`config.mk`:
```
export PLATFORM = sky130hd
export DESIGN_NAME = ap_fold_mult_seq
export DESIGN_NICKNAME = d
export VERILOG_FILES = /design/src/rtl/ap_fold_mult_seq.sv
export SDC_FILE = /design/constraint.sdc
export NUM_CORES = 1
export LEC_CHECK = 0
export CORE_AREA = 2 2 94 96
export DETAILED_ROUTE_END_ITERATION = 16
export DIE_AREA = 0 0 96 98
export PLACE_DENSITY_LB_ADDON = 0.15
export SETUP_SLACK_MARGIN = 0.15
export SYNTH_ARGS = -nofsm -noshare
export SYNTH_HDL_FRONTEND = slang
export SYNTH_SLANG_ARGS = --single-unit
```
`constraint.sdc`:
```
create_clock -name clk -period 2.4 [get_ports clk]
set_input_delay 0.72 -clock clk [delete_from_list [all_inputs] [get_ports clk]]
set_output_delay 0.72 -clock clk [all_outputs]
set_load 0.02 [all_outputs]
```
`src/rtl/ap_fold_mult_seq.sv`:
```
// ap_fold_mult_seq: iterative unsigned WxW multiplier.
// Each COMP cycle folds two partial-product rows into a carry-save
// accumulator through one row of 4:2 compressors. A single
// carry-propagate add then resolves the product.
// Compile-time option: define APPROX_TRUNC_EN to zero the lowest
// TRUNC_COLS product columns before compression.
`timescale 1ns/1ps

module ap_fold_mult_seq #(
  parameter int unsigned W          = 8,
  parameter int unsigned TRUNC_COLS = 4
) (
  input  logic             clk,
  input  logic             rst_n,
  input  logic             in_valid,
  output logic             in_ready,
  input  logic [W-1:0]     a,
  input  logic [W-1:0]     b,
  output logic             out_valid,
  input  logic             out_ready,
  output logic [2*W-1:0]   product,
  output logic             busy
);

  localparam int unsigned PW    = 2 * W;
  localparam int unsigned ROWS  = W / 2;
  localparam int unsigned CNT_W = (ROWS > 1) ? $clog2(ROWS) : 1;
  localparam int unsigned IDX_W = $clog2(W);
  localparam logic [CNT_W-1:0] CNT_LAST = CNT_W'(ROWS - 1);

`ifdef APPROX_TRUNC_EN
  localparam int unsigned TRUNC_EFF = TRUNC_COLS;
`else
  // Exact build: every column is kept, TRUNC_COLS has no effect.
  localparam int unsigned TRUNC_EFF = TRUNC_COLS * 0;
`endif

  // Columns that may carry partial-product bits.
  localparam logic [PW-1:0] PP_MASK = {PW{1'b1}} << TRUNC_EFF;

  typedef enum logic [1:0] {
    IDLE = 2'd0,
    COMP = 2'd1,
    ADD  = 2'd2,
    DONE = 2'd3
  } state_t;

  state_t           state_q, state_d;
  logic [W-1:0]     a_q, a_d;
  logic [W-1:0]     b_q, b_d;
  logic [PW-1:0]    sum_q, sum_d;
  logic [PW-1:0]    carry_q, carry_d;
  logic [CNT_W-1:0] cnt_q, cnt_d;
  logic [PW-1:0]    product_q, product_d;
  logic             in_ready_q;
  logic             out_valid_q;
  logic             busy_q;

  logic [PW-1:0]    a_ext;
  logic [IDX_W-1:0] idx0, idx1;
  logic [PW-1:0]    pp0, pp1;
  logic [PW-1:0]    comp_sum;
  logic [PW-1:0]    comp_carry;

  assign a_ext = {{W{1'b0}}, a_q};

  // The two partial-product rows selected by the row counter.
  always_comb begin
    idx0 = IDX_W'({cnt_q, 1'b0});
    idx1 = IDX_W'({cnt_q, 1'b1});
    pp0  = b_q[idx0] ? ((a_ext << idx0) & PP_MASK) : '0;
    pp1  = b_q[idx1] ? ((a_ext << idx1) & PP_MASK) : '0;
  end

  // One 2W-column row of 4:2 compressors; the intermediate carry ripples
  // one column, the output carry vector is pre-shifted left by one.
  always_comb begin : comp_row
    logic cin;
    logic co_prev;
    logic s1;
    logic cout;
    logic co;
    cin        = 1'b0;
    co_prev    = 1'b0;
    s1         = 1'b0;
    cout       = 1'b0;
    co         = 1'b0;
    comp_sum   = '0;
    comp_carry = '0;
    for (int k = 0; k < int'(PW); k++) begin
      s1   = sum_q[k] ^ carry_q[k] ^ pp0[k];
      cout = (sum_q[k] & carry_q[k]) | (sum_q[k] & pp0[k]) | (carry_q[k] & pp0[k]);
      comp_sum[k]   = s1 ^ pp1[k] ^ cin;
      co            = (s1 & pp1[k]) | (s1 & cin) | (pp1[k] & cin);
      comp_carry[k] = co_prev;
      co_prev       = co;
      cin           = cout;
    end
  end

  // Next-state and datapath update.
  always_comb begin
    state_d   = state_q;
    a_d       = a_q;
    b_d       = b_q;
    sum_d     = sum_q;
    carry_d   = carry_q;
    cnt_d     = cnt_q;
    product_d = product_q;
    case (state_q)
      IDLE: begin
        if (in_valid && in_ready_q) begin
          a_d     = a;
          b_d     = b;
          sum_d   = '0;
          carry_d = '0;
          cnt_d   = '0;
          state_d = COMP;
        end
      end
      COMP: begin
        sum_d   = comp_sum;
        carry_d = comp_carry;
        cnt_d   = cnt_q + CNT_W'(1);
        if (cnt_q == CNT_LAST) begin
          state_d = ADD;
        end
      end
      ADD: begin
        product_d = sum_q + carry_q;
        state_d   = DONE;
      end
      DONE: begin
        if (out_ready) begin
          state_d = IDLE;
        end
      end
      default: begin
        state_d = IDLE;
      end
    endcase
  end

  // State register.
  always_ff @(posedge clk or negedge rst_n) begin
    if (!rst_n) begin
      state_q <= IDLE;
    end else begin
      state_q <= state_d;
    end
  end

  // Datapath registers.
  always_ff @(posedge clk or negedge rst_n) begin
    if (!rst_n) begin
      a_q       <= '0;
      b_q       <= '0;
      sum_q     <= '0;
      carry_q   <= '0;
      cnt_q     <= '0;
      product_q <= '0;
    end else begin
      a_q       <= a_d;
      b_q       <= b_d;
      sum_q     <= sum_d;
      carry_q   <= carry_d;
      cnt_q     <= cnt_d;
      product_q <= product_d;
    end
  end

  // Handshake/status flags registered from the next state; in_ready stays
  // low until the first edge after reset release.
  always_ff @(posedge clk or negedge rst_n) begin
    if (!rst_n) begin
      in_ready_q  <= 1'b0;
      out_valid_q <= 1'b0;
      busy_q      <= 1'b0;
    end else begin
      in_ready_q  <= (state_d == IDLE);
      out_valid_q <= (state_d == DONE);
      busy_q      <= (state_d != IDLE);
    end
  end

  assign in_ready  = in_ready_q;
  assign out_valid = out_valid_q;
  assign product   = product_q;
  assign busy      = busy_q;

endmodule

```
==> results of run 1 <==
final cells by class:
class / instances / area [µm²]
flip-flops and latches: 69 / 1730
clock inverters: 4 / 47.5
inverters: 50 / 188
clock buffers: 12 / 145
repair buffers: 60 / 589
well taps: 108 / 135
multi-input cells: 304 / 2390
fillers: 721 / 3240
cell families (layout without fill, tap and decap cells):
logic type | Yosys count | after routing | synth area share (%)
buffers and inverters | 72 | 126 | 6.28
adder cells (fa/ha/maj) | 43 | 43 | 17.0
XOR/XNOR | 6 | 6 | 1.21
AND/OR/NAND/NOR | 142 | 142 | 15.3
multiplexers | 25 | 25 | 6.57
AO/OA/AOI/OAI | 88 | 88 | 14.1
flip-flops | 69 | 69 | 39.6
power breakdown:
group | internal [µW] | total [µW] | switching, µW
Clock | 506 | 955 | 449
Combinational | 1700 | 3910 | 2210
Sequential | 1650 | 2020 | 375
Total | 3850 | 6890 | 3030
final timing paths:
kind	end	cells after the start	slack, ps
setup reg to reg	sum_q[4]	7	80
hold / removal	product[5]	1	310
hold reg to reg	product[10]	2	470
max in group asynchronous	b_q[6]	3	1390
min in group clk	product[10]	2	470
setup / recovery	sum_q[4]	7	80
repair_timing:
item,CTS,global route
setup endpoints to repair,15,21
setup buffers,5,2
gates resized for setup,9,7
pin swaps,1,3
endpoints found under the hold margin,0,0
flip-flops by register name, summed over array words and instances, names as in the netlist:
name,cells
busy,1
carry_q,14
product,16
in_ready,1
out_valid,1
state_q,2
sum_q,16
cnt_q,2
b_q,8
a_q,8
metrics by stage:
step,TNS (ps),setup WS (ps)
2_1_floorplan,0,163
3_3_place_gp,0,22.7
3_5_place_dp,-22.2,-22.2
4_1_cts,0,80.5
5_1_grt,-66.5,-29.8
6_report,0,75.8
layout by cell type (no fill, tap or decap), types with 4 or more instances in the layout:
| cell type | count |
|---|---|
| a21o_1 | 7 |
| a21oi_1 | 6 |
| and2_1 | 6 |
| and3_1 | 7 |
| buf_4 | 16 |
| clkbuf_8 | 10 |
| clkdlybuf4s50_1 | 37 |
| dfrtp_1 | 68 |
| fa_1 | 26 |
| ha_1 | 16 |
| inv_1 | 48 |
| mux2_1 | 16 |
| mux2i_1 | 5 |
| nand2_1 | 78 |
| nand2b_1 | 4 |
| nand3_1 | 5 |
| nand4_1 | 4 |
| nor2_1 | 11 |
| nor3_1 | 7 |
| nor3b_1 | 4 |
| o21a_1 | 5 |
| o21ai_0 | 4 |
| o21ai_1 | 17 |
| o31ai_1 | 27 |
layer usage:
layer / vias up / wire length [µm] / global-route usage, %
li1: 1622 / - / -
met1: 1557 / 4370 / 32.0
met2: 75 / 4180 / 31.5
met3: 25 / 298 / 3.47
met4: 0 / 272 / 9.45
met5: - / 0 / 0
==> results.yml, run 1 <==
worst_setup_path:
  path_cells: "mux4_2 -> nand2_1 -> fa_1 -> inv_1 -> fa_2 -> nand2_1 -> o31ai_1"
  slowest_delay_ps: 620
  required_ps: 2620
  critPathLaunch: "cnt_q[0]"
  worst_setup_path_end_kind: "register"
  arrival_ps: 2540
  cp_slowest_cell: "mux4_2"
  path_class: "register to register"
  cp_num_buf_inv: 1
  startpoint_type: "register"
  rr_startpoint: "cnt_q[0]"
  crit_family: "adder cells"
  cp_max_fo: 8
  crit_top_cell: "nand2_1"
clock_tree:
  postCtsHoldBufs: 0
  clk_path_buf_depth: 2
  clockRootBuffer: "clkbuf_8"
  worstSkewPairLatency_ps: 340
  cts_tree: "done"
  cts_buffers: 9
  cts.sink_count: 69
  path_clk_slew_ps: 80
  h-tree-depth: 3
drt:
  wl_per_cell_um: 15.0
  wl_um: 9120
  vias: 3279
  drcViolationCount: 0
  drtIter0Drc: 145
  viasPerCell: 5.40
  postRouteAntennaNets: 0
  dr.pass1.iters: 4
global_routing:
  grt.total_usage_pct: 21.7
  grt.overflow.total: 0
  grt_pass1_wl_um: 15800
  grt_pass1_vias: 3317
  grt_start_max_net_pins: 55
  antenna_found_initial: 0
layout:
  diodes: 0
  syn2layout_area_growth_pct: 19.9
  layout.cells.non_filler: 607
  final_area_um2: 5230
  nNetsFinal: 557
  postLayoutCoreUtil_pct: 61.7
  drive_gt1_share_pct: 10.2
yosys:
  yosysMostFrequentCell: "nand2_1"
  synth_common_cells: "78 x nand2_1, 69 x dfrtp_1, 50 x inv_1, 27 x fa_1, 27 x o31ai_1"
  synth_warnings: 0
  synth_cell_types: 49
  synthFlopType: "dfrtp_1"
  synth_edf_count: 0
  ys_seq_area_share_pct: 39.6
  synth_top_area_share_pct: 39.6
  yosys-top-cells-area: "dfrtp_1 40%, fa_1 12%, nand2_1 6.7%"
  syn_area_per_cell_um2: 9.80
  ys_ff_latch: 69
  synthArstFlopShare_pct: 100
  syn_area_um2: 4360
  yosysTopAreaCell: "dfrtp_1"
  postSynthNetCount: 508
  synthCells: 445
sta:
  worst_pin_slew_ps: 601
  slew_headroom_pct: 59.9
  hold_violations: 0
  setup_viol: 0
  min_period_ps: 2320
  hold_ws_ps: 315
  period_share_pct: 96.8
  rsz0062_at_grt: "true"
  fmax_ghz: 0.430
  fin_worst_skew_ps: 7.41
  report.final.slew_viol_count: 0
die:
  rows: 34
  die_w_um: 96
  core_um2: 8470
  ios: 39
  start_util_pct: 51.5
  die_area_um2: 9410
  fp.dieH_um: 98
place:
  dpl-instance-area_um2: 4950
  routabilityCongestion: 0.854
  portBuffers: 38
  hpwlAfterDp_um: 6710
  dp.cells: 584
status:
  outcome: "complete, no violations"
power_and_ir_drop:
  p_total_uw: 6890
  ir_worst_vdd_mv: 0.566
  powerDensity_nw_per_um2: 1320
  leakagePower_uw: 0.00246
flow_run:
  drv_cap: 0
worst_hold_path:
  hold_class: "primary input to asynchronous set/reset pin"
Power figures use the tool's default switching activity.
==> run 2: changes to the inputs <==
GPL_TIMING_DRIVEN = 1   (was unset)
SLEW_MARGIN = 10   (was unset)
==> results of run 2 <==
No change in the layout: final DEF, timing and power equal those of run 1.
